### src/rtl/ranger_pkg.sv
// ranger_pkg : shared FSM states and timing helpers for multi_ultrasonic_ranger
// rev 1.0
`default_nettype none

package ranger_pkg;

   typedef enum logic [2:0] {
      IDLE      = 3'd0,
      TRIG      = 3'd1,
      WAIT_ECHO = 3'd2,
      MEASURE   = 3'd3,
      HOLDOFF   = 3'd4
   } state_e;

   function automatic int unsigned slot_cyc(input int unsigned clk_hz, input int unsigned slot_ms);
      return (clk_hz / 1000) * slot_ms;
   endfunction

   // Multiply before dividing so slow test clocks still give non-zero counts
   function automatic int unsigned us_to_cyc(input int unsigned clk_hz, input int unsigned us);
      longint unsigned prod;
      prod = 64'(clk_hz) * 64'(us);
      return 32'(prod / 64'd1000000);
   endfunction

   function automatic int unsigned trig_cyc(input int unsigned clk_hz, input int unsigned trig_us);
      return us_to_cyc(clk_hz, trig_us);
   endfunction

   function automatic int unsigned cyc_per_cm(input int unsigned clk_hz);
      return us_to_cyc(clk_hz, 58);
   endfunction

   function automatic int unsigned to_cyc(input int unsigned clk_hz, input int unsigned timeout_us);
      return us_to_cyc(clk_hz, timeout_us);
   endfunction

   // Bits needed to hold the values 0 .. n-1
   function automatic int unsigned cnt_w(input longint unsigned n);
      return (n <= 1) ? 1 : 32'($clog2(n));
   endfunction

endpackage

`default_nettype wire

### src/rtl/echo_width_meter.sv
// echo_width_meter : waits for an echo rising edge and converts its width to cm
// rev 1.0
`default_nettype none

module echo_width_meter
   import ranger_pkg::*;
#(
   parameter int unsigned DIST_W     = 8,
   parameter int unsigned TO_CYC     = 1250000,
   parameter int unsigned CYC_PER_CM = 2900
) (
   input  logic              clk,
   input  logic              rst,
   input  logic              start,
   input  logic              echo,
   output logic              rise,
   output logic              done,
   output logic              timed_out,
   output logic [DIST_W-1:0] cm
);

   localparam int unsigned        CNT_W   = cnt_w(TO_CYC);
   localparam int unsigned        PS_W    = cnt_w(CYC_PER_CM);
   localparam logic [CNT_W-1:0]   TO_LAST = CNT_W'(TO_CYC - 1);
   localparam logic [PS_W-1:0]    PS_LAST = PS_W'(CYC_PER_CM - 1);
   localparam logic [DIST_W-1:0]  CM_MAX  = '1;

   state_e             phase_q, phase_d;
   logic [CNT_W-1:0]   cnt_q, cnt_d;
   logic [PS_W-1:0]    ps_q, ps_d;
   logic [DIST_W-1:0]  cm_q, cm_d;
   logic               echo_prev_q;
   logic               echo_edge;

   assign echo_edge = echo & ~echo_prev_q;

   always_comb begin
      phase_d   = phase_q;
      cnt_d     = cnt_q;
      ps_d      = ps_q;
      cm_d      = cm_q;
      rise      = 1'b0;
      done      = 1'b0;
      timed_out = 1'b0;
      cm        = cm_q;
      if (start) begin
         phase_d = WAIT_ECHO;
         cnt_d   = '0;
      end else begin
         case (phase_q)
            WAIT_ECHO: begin
               // The rising cycle itself is the first counted cycle of the width
               if (echo_edge) begin
                  rise    = 1'b1;
                  phase_d = MEASURE;
                  cnt_d   = CNT_W'(1);
                  ps_d    = PS_W'(1);
                  cm_d    = '0;
               end else if (cnt_q == TO_LAST) begin
                  done      = 1'b1;
                  timed_out = 1'b1;
                  cm        = CM_MAX;
                  phase_d   = IDLE;
               end else begin
                  cnt_d = cnt_q + CNT_W'(1);
               end
            end
            MEASURE: begin
               if (!echo) begin
                  done    = 1'b1;
                  phase_d = IDLE;
               end else if (cnt_q == TO_LAST) begin
                  done      = 1'b1;
                  timed_out = 1'b1;
                  cm        = CM_MAX;
                  phase_d   = IDLE;
               end else begin
                  cnt_d = cnt_q + CNT_W'(1);
                  if (ps_q == PS_LAST) begin
                     ps_d = '0;
                     if (cm_q != CM_MAX) cm_d = cm_q + DIST_W'(1);
                  end else begin
                     ps_d = ps_q + PS_W'(1);
                  end
               end
            end
            default: ;
         endcase
      end
   end

   always_ff @(posedge clk or posedge rst) begin
      if (rst) begin
         phase_q     <= IDLE;
         cnt_q       <= '0;
         ps_q        <= '0;
         cm_q        <= '0;
         echo_prev_q <= 1'b0;
      end else begin
         phase_q     <= phase_d;
         cnt_q       <= cnt_d;
         ps_q        <= ps_d;
         cm_q        <= cm_d;
         echo_prev_q <= echo;
      end
   end

endmodule

`default_nettype wire

### src/rtl/multi_ultrasonic_ranger.sv
// multi_ultrasonic_ranger : round-robin HC-SR04 scheduler with per-channel averaging
// rev 1.0
`default_nettype none

module multi_ultrasonic_ranger
   import ranger_pkg::*;
#(
   parameter int unsigned N_CH        = 2,
   parameter int unsigned CLK_FREQ_HZ = 50000000,
   parameter int unsigned SLOT_MS     = 60,
   parameter int unsigned TRIG_US     = 10,
   parameter int unsigned TIMEOUT_US  = 25000,
   parameter int unsigned DIST_W      = 8,
   parameter int unsigned AVG_LOG2    = 2,
   parameter int unsigned NEAR_CM     = 20
) (
   input  logic                     clk,
   input  logic                     rst,
   input  logic                     enable,
   input  logic [N_CH-1:0]          echo,
   output logic [N_CH-1:0]          trig,
   output logic [N_CH*DIST_W-1:0]   distance,
   output logic [N_CH-1:0]          valid,
   output logic [N_CH-1:0]          timeout,
   output logic [N_CH-1:0]          near,
   output logic [DIST_W-1:0]        min_distance,
   output logic                     busy
);

   localparam int unsigned SLOT_C    = slot_cyc(CLK_FREQ_HZ, SLOT_MS);
   localparam int unsigned TRIG_C    = trig_cyc(CLK_FREQ_HZ, TRIG_US);
   localparam int unsigned TO_C      = to_cyc(CLK_FREQ_HZ, TIMEOUT_US);
   localparam int unsigned CPC       = cyc_per_cm(CLK_FREQ_HZ);
   localparam int unsigned SLOT_W    = cnt_w(SLOT_C);
   localparam int unsigned CH_W      = cnt_w(N_CH);
   localparam int unsigned WIN       = 1 << AVG_LOG2;
   localparam int unsigned SUM_W     = DIST_W + AVG_LOG2;
   localparam logic [SLOT_W-1:0] SLOT_LAST = SLOT_W'(SLOT_C - 1);
   localparam logic [SLOT_W-1:0] TRIG_LAST = SLOT_W'(TRIG_C - 1);
   localparam logic [CH_W-1:0]   CH_LAST   = CH_W'(N_CH - 1);

   logic [N_CH-1:0]   echo_meta_q, echo_sync_q;
   state_e            state_q, state_d;
   logic [CH_W-1:0]   ch_q, ch_d;
   logic [SLOT_W-1:0] slot_q, slot_d;
   logic [N_CH-1:0]   trig_q, trig_d;
   logic [N_CH-1:0]   valid_q, valid_d;
   logic [N_CH-1:0]   timeout_q, timeout_d;
   logic [N_CH-1:0]   near_q, near_d;
   logic [DIST_W-1:0] min_q, min_d;
   logic [DIST_W-1:0] dist_q [N_CH];
   logic [DIST_W-1:0] dist_d [N_CH];
   logic [DIST_W-1:0] win_q  [N_CH][WIN];
   logic [DIST_W-1:0] win_d  [N_CH][WIN];
   logic [SUM_W-1:0]  win_sum;
   logic              start, commit;
   logic              m_rise, m_done, m_timed_out;
   logic [DIST_W-1:0] m_cm;
   logic              echo_sel;

   assign echo_sel = echo_sync_q[ch_q];

   echo_width_meter #(
      .DIST_W     (DIST_W),
      .TO_CYC     (TO_C),
      .CYC_PER_CM (CPC)
   ) u_meter (
      .clk       (clk),
      .rst       (rst),
      .start     (start),
      .echo      (echo_sel),
      .rise      (m_rise),
      .done      (m_done),
      .timed_out (m_timed_out),
      .cm        (m_cm)
   );

   always_comb begin
      state_d   = state_q;
      ch_d      = ch_q;
      slot_d    = (slot_q == SLOT_LAST) ? slot_q : slot_q + SLOT_W'(1);
      start     = 1'b0;
      commit    = 1'b0;
      case (state_q)
         IDLE: if (enable) begin
            state_d = TRIG;
            slot_d  = '0;
         end
         TRIG: if (slot_q == TRIG_LAST) begin
            state_d = WAIT_ECHO;
            start   = 1'b1;
         end
         WAIT_ECHO: begin
            if (m_done) begin
               state_d = HOLDOFF;
               commit  = 1'b1;
            end else if (m_rise) begin
               state_d = MEASURE;
            end
         end
         MEASURE: if (m_done) begin
            state_d = HOLDOFF;
            commit  = 1'b1;
         end
         HOLDOFF: if (slot_q == SLOT_LAST) begin
            ch_d = (ch_q == CH_LAST) ? '0 : ch_q + CH_W'(1);
            if (enable) begin
               state_d = TRIG;
               slot_d  = '0;
            end else begin
               state_d = IDLE;
            end
         end
         default: state_d = IDLE;
      endcase

      trig_d = '0;
      if (state_d == TRIG) trig_d[ch_d] = 1'b1;

      // Result lands on the edge into HOLDOFF, so valid is high in its first cycle
      win_d     = win_q;
      dist_d    = dist_q;
      valid_d   = '0;
      timeout_d = timeout_q;
      win_sum   = '0;
      if (commit) begin
         for (int i = 0; i < int'(WIN) - 1; i++) win_d[ch_q][i] = win_q[ch_q][i+1];
         win_d[ch_q][WIN-1] = m_cm;
         for (int i = 0; i < int'(WIN); i++) win_sum = win_sum + SUM_W'(win_d[ch_q][i]);
         dist_d[ch_q]    = DIST_W'(win_sum >> AVG_LOG2);
         timeout_d[ch_q] = m_timed_out;
         valid_d[ch_q]   = 1'b1;
      end

      min_d = '1;
      for (int k = 0; k < int'(N_CH); k++) begin
         if (dist_d[k] < min_d) min_d = dist_d[k];
         near_d[k] = (32'(dist_d[k]) < NEAR_CM);
      end
   end

   always_ff @(posedge clk or posedge rst) begin
      if (rst) begin
         echo_meta_q <= '0;
         echo_sync_q <= '0;
         state_q     <= IDLE;
         ch_q        <= '0;
         slot_q      <= '0;
         trig_q      <= '0;
         valid_q     <= '0;
         timeout_q   <= '0;
         near_q      <= '0;
         min_q       <= '1;
         for (int k = 0; k < int'(N_CH); k++) begin
            dist_q[k] <= '1;
            for (int i = 0; i < int'(WIN); i++) win_q[k][i] <= '1;
         end
      end else begin
         echo_meta_q <= echo;
         echo_sync_q <= echo_meta_q;
         state_q     <= state_d;
         ch_q        <= ch_d;
         slot_q      <= slot_d;
         trig_q      <= trig_d;
         valid_q     <= valid_d;
         timeout_q   <= timeout_d;
         near_q      <= near_d;
         min_q       <= min_d;
         dist_q      <= dist_d;
         win_q       <= win_d;
      end
   end

   generate
      for (genvar k = 0; k < int'(N_CH); k++) begin : g_dist
         assign distance[k*DIST_W +: DIST_W] = dist_q[k];
      end
   endgenerate

   assign trig         = trig_q;
   assign valid        = valid_q;
   assign timeout      = timeout_q;
   assign near         = near_q;
   assign min_distance = min_q;
   assign busy         = (state_q != IDLE);

endmodule

`default_nettype wire
### config.mk
export PLATFORM = sky130hd
export DESIGN_NAME = multi_ultrasonic_ranger
export DESIGN_NICKNAME = d
export VERILOG_FILES = /design/src/rtl/ranger_pkg.sv /design/src/rtl/echo_width_meter.sv /design/src/rtl/multi_ultrasonic_ranger.sv
export SDC_FILE = /design/constraint.sdc
export NUM_CORES = 1
export LEC_CHECK = 0
export BUFFER_PORTS_ARGS = -buffer_cell sky130_fd_sc_hd__buf_2
export CAP_MARGIN = 15
export CELL_PAD_IN_SITES_DETAIL_PLACEMENT = 2
export CELL_PAD_IN_SITES_GLOBAL_PLACEMENT = 2
export CORE_MARGIN = 3
export CORE_UTILIZATION = 33
export CTS_CLUSTER_SIZE = 8
export DETAILED_ROUTE_END_ITERATION = 6
export GPL_ROUTABILITY_DRIVEN = 0
export PLACE_DENSITY = 0.74
export SYNTH_ARGS = -nofsm -noshare
export SYNTH_HDL_FRONTEND = slang
export SYNTH_SLANG_ARGS = --single-unit
### constraint.sdc
create_clock -name clk -period 6.8 [get_ports clk]
set_input_delay 1.36 -clock clk [delete_from_list [all_inputs] [get_ports clk]]
set_output_delay 1.36 -clock clk [all_outputs]
set_load 0.005 [all_outputs]
### Yosys cells after proc, flatten, opt, wreduce, memory -nomap -nowiden

Index checks and enable logic that the tools add are counted.
Widths: inputs -> output; s select.

* register bits after elaboration: 171
* logic and storage cells: 165
* input port bits: 5
* output and inout port bits: 33

* equal/unequal tests: 18
* magnitude comparators: 10
* $add $sub $neg: 8
* bitwise gates (word level): 4
* reduce and logical (&&, ||, !) cells: 11
* multiplexer cells: 89

Operators with widths (number)
* $bwmux 64: 4
* $demux 32 s1: 4
* $mux 32: 4
* $mux 8: 13
* $mux 24: 4
* $mux 21: 4
* $mux 22: 3
* $mux 12: 4
* $pmux 22 s2: 1
* $pmux 21 s2: 1
* $mux 16: 2
* $pmux 8 s2: 2
* $mux 3: 10
* $pmux 12 s2: 1
* $add 22x1->22 const B: 1
* $eq 22x22->1 const B: 1
* $eq 22x9->1 const B: 1
* $add 21x1->21 const B: 1
* $eq 21x21->1 const B: 1
* $mux 1: 21
* $bwmux 16: 1
* $lt 8x5->1 const B: 2
* $pmux 3 s5: 1
* $add 12x1->12 const B: 1
* 36 further kinds: 52

### Depth between registers and ports, before layout

* word-level depth: 21
* mapped depth: 27
* mapped depth without buffers: 26

### Modules after synthesis

A second synthesis with hierarchy kept.

* cell total of the unflattened synthesis: 940
* area, all modules: 8723.4 um2

Modules (own cells, without submodules)
* multi_ultrasonic_ranger: cells each 635, area an instance 6060.8 um2, times used 1
* echo_width_meter: cells each 305, area an instance 2662.6 um2, times used 1

### Worst setup path before layout

No wires, ideal clock.

* kind: reg2reg
* from: register slot_q[17]
* to: register min_q[0], in the netlist min_distance[0]
* setup slack: 0.337 ns
* cell stages (with the launch flop): 27
* data required time: 6.718 ns
* clock period less this slack: 6.463 ns
* data arrival time: 6.381 ns
* path buffers: 1
* cell sequence: dfrtp_1 or4_1 or4_4 nor4_4 buf_6 nor3_1 nor2_1 inv_1 fa_1 inv_1 fa_1 nor2b_1 nand2_1 fa_1 nor2b_1 o21ai_0 a21boi_0 o31a_1 a21oi_1 mux2i_1 inv_1 ha_1 a21o_1 a21o_1 a221oi_1 nand2_2 mux2_2

RTL lines
* from (decl): RTL line multi_ultrasonic_ranger.sv:45 `logic [SLOT_W-1:0] slot_q, slot_d;`
* from (signal assigned): RTL line multi_ultrasonic_ranger.sv:163 `slot_q <= slot_d;`
* to (signal assigned): RTL line multi_ultrasonic_ranger.sv:168 `min_q <= min_d;`
* to (decl): RTL line multi_ultrasonic_ranger.sv:50 `logic [DIST_W-1:0] min_q, min_d;`

==> run metrics <==
Starting DRT DRC Count roughly 280; top_reg_cell synth dfrtp_1; ant diodes 0; Syn Inst Count roughly 830; post-layout min period approximately 6.6 ns; Synth Warn # 0; met3 wire len ~450 um; Hold Slack 0.352 ns; Finished Cell Area 0.00946 sq mm; Post-Syn Area per Cell approximately 10 sq um; worst slack, placed -0.226 ns; Die X ~160 um; Synth-to-Final Area Change 17.9%; EDFF count, synth 0; Reg2Reg Setup Slack 0.24 ns; Pwr Density around 200 mW/mm^2; Tot Pwr 1.94 mW; final setup TNS 0 ns; Rel. slew slack 41.0%; Area contributors post-synth dfrtp_1 (26%), dfstp_2 (24%), nand2_1 (7.0%); dpl cells 1178; WL/cell ~18 um; insertion delay to the later sink of the worst-skew pair 0.43 ns; Final Skew 0.0104 ns; Storage cell area a little under 0.004 sq mm; Max-Cap Viols 0; post-synth top area share 25.9%; hold violation total from the final report 0; post-synth top area cell dfrtp_1; CP Data Required Time approximately 7.2 ns; total CTS buffers 17; final setup fails 0; crit path launch type flip-flop; LEAKAGE ~4.6 nW; fmax about 0.15 GHz; CTS tree built; initial antenna violation count 0; htree depth 4; WL met2 10.3 mm; CTS root buffer clkbuf_16; routed vias 6116; critical path class flip-flop to flip-flop; Post-DRT Antenna Nets 0; first-pass GRT wire length between 30 and 40 mm; post-DP HPWL about 15 mm; Metal-1 WL about 11 mm; I/O Buffers 37; peak supply drop roughly 0.15 mV; clk buf depth 2; Die H ~160 um; worst setup margin roughly 0.24 ns; area of the multi-input gates ~0.0038 sq mm; Clock Pin Slew Worst Setup and Hold Paths about 0.070 ns; initial core utilization 33.9%; die area about 0.026 sq mm; share of layout cells above drive strength 1 23.9%; Syn Nets about 860; Worst Path Max Fanout 9; Slew Limit Fails 0; post-place instance area about 0.0087 sq mm; highest metal used met4; row count between 50 and 60; fillers 2602; Worst-Margin Slew between 0.8 and 0.9 ns; number of synthesized register bits 155; NumNets Final ~930; DRT Wirelength about 22 mm; Cell Count, Final, Fillers Out 1219; top-level I/O count 38; status completed; asr flop ratio synth 100%; vias in the first global route 6689; Post-Syn Area 0.00802 sq mm; total global routing overflow 0; drt first pass iters 4; drt drc 0; Vias/cell ~5; clk sink count 155; aggregate global-route resource usage between 15 and 20%; Distinct cells, synth between 50 and 60; Hold Crit Class flip-flop to flip-flop; arrival time worst endpoint slightly below 7 ns; Critical Path End Type flip-flop; Tcrit/Tclk final between 90% and 100%; largest net degree at the start of global routing 94; fin util roughly two fifths; sequential area share after synthesis around half; core footprint around 0.024 sq mm
==> report_power, final <==
part | leakage (nW) | switching, mW | internal, mW
Sequential | 1.85 | 0.000514 | 0.926
Clock | 0.293 | 0.403 | 0.584
Combinational | 2.41 | 0.0206 | 0.00344
Total | 4.55 | 0.424 | 1.51
==> kinds of logic after synthesis <==
logic type      synth area share [%]
buf+inv                         4.21
compound gates                  6.91
flops                           49.5
xor+xnor                        5.46
fa+ha+maj                       6.80
mux                             5.88
simple gates                    21.3
==> cells in the final DEF (no fill, tap or decap), drive strengths merged, types with 3 or more instances in the layout <==
cell	synthesis	layout
a21o	6	6
a21oi	16	16
a31oi	3	3
and2	5	5
and3	18	18
buf	9	64
clkbuf	13	24
clkinv	1	5
dfrtp	83	83
dfstp	72	72
fa	16	16
ha	18	18
inv	63	65
mux2	17	17
mux2i	28	28
nand2	150	150
nand2b	6	6
nand3	21	21
nand4	23	23
nor2	89	89
nor2b	9	9
nor3	5	5
nor3b	3	3
nor4	6	6
nor4b	4	4
o211ai	3	3
o21ai	48	48
or2	5	5
or3	7	7
or4	4	4
xnor2	15	15
xor2	35	35
==> final timing paths <==
kind	from	end	cells after the start
max	slot_q[20]	min_distance[0]	26
min	echo_meta_q[0]	echo_sync_q[0]	0
max reg2reg	slot_q[20]	min_distance[0]	26
min reg2reg	echo_meta_q[0]	echo_sync_q[0]	0
max in group asynchronous	rst	win_q[4]	3
min in group asynchronous	rst	trig[0]	2
==> worst max-delay path, stage by stage (launching register included) <==
cell and delay [ns]:
dfrtp_1 0.41, or4_1 0.55, or4_4 0.56, nor4_4 0.18, nor3_2 0.09, buf_4 0.20, nor2_4 0.10, inv_1 0.07
fa_1 0.56, inv_1 0.07, fa_1 0.55, inv_1 0.07, ha_4 0.26, nor2b_1 0.14, o21ai_1 0.24, a21boi_2 0.12
o31a_1 0.26, o22a_1 0.21, mux2i_2 0.21, inv_1 0.16, ha_1 0.39, nand4_1 0.15, a21oi_2 0.22, o211ai_2 0.15
nand2_2 0.09, buf_6 0.15, mux2_2 0.35
==> Yosys cell counts, types with 3 or more instances <==
library cell / count
nand2_1: 149
nor2_1: 89
dfrtp_1: 83
dfstp_2: 72
inv_1: 63
o21ai_0: 48
xor2_1: 35
mux2i_1: 28
nand4_1: 23
nand3_1: 20
and3_1: 18
ha_1: 18
mux2_2: 17
a21oi_1: 16
fa_1: 16
xnor2_1: 15
clkbuf_1: 13
nor2b_1: 9
or3_1: 7
a21o_1: 6
nand2b_1: 6
and2_1: 5
nor3_1: 5
nor4_1: 5
or2_2: 5
buf_1: 4
a31oi_1: 3
buf_2: 3
nor3b_1: 3
or4_1: 3
==> layout make-up <==
class | count | share of cell area (%)
clock buffers | 23 | 5.17
clock inverters | 9 | 1.18
inverters | 64 | 2.59
multi-input cells | 584 | 40.6
flip-flops and latches | 155 | 41.9
well taps | 319 | 4.22
repair buffers | 65 | 4.32
==> layer usage <==
| layer | up-vias | GRT usage [%] |
|---|---|---|
| met5 | - | 0 |
| met4 | 0 | 4.81 |
| met3 | 28 | 3.01 |
| met2 | 56 | 27.7 |
| met1 | 3164 | 24.6 |
| li1 | 2868 | - |
==> timing repair <==
action | CTS | global route
pin swaps | 6 | 8
gates resized for setup | 5 | 21
endpoints found under the hold margin | 0 | 0
hold buffers | 0 | 0
buffers inserted | 4 | 4
endpoints found under the setup margin | 8 | 8
Note: power is estimated with default switching activity, not from simulation.
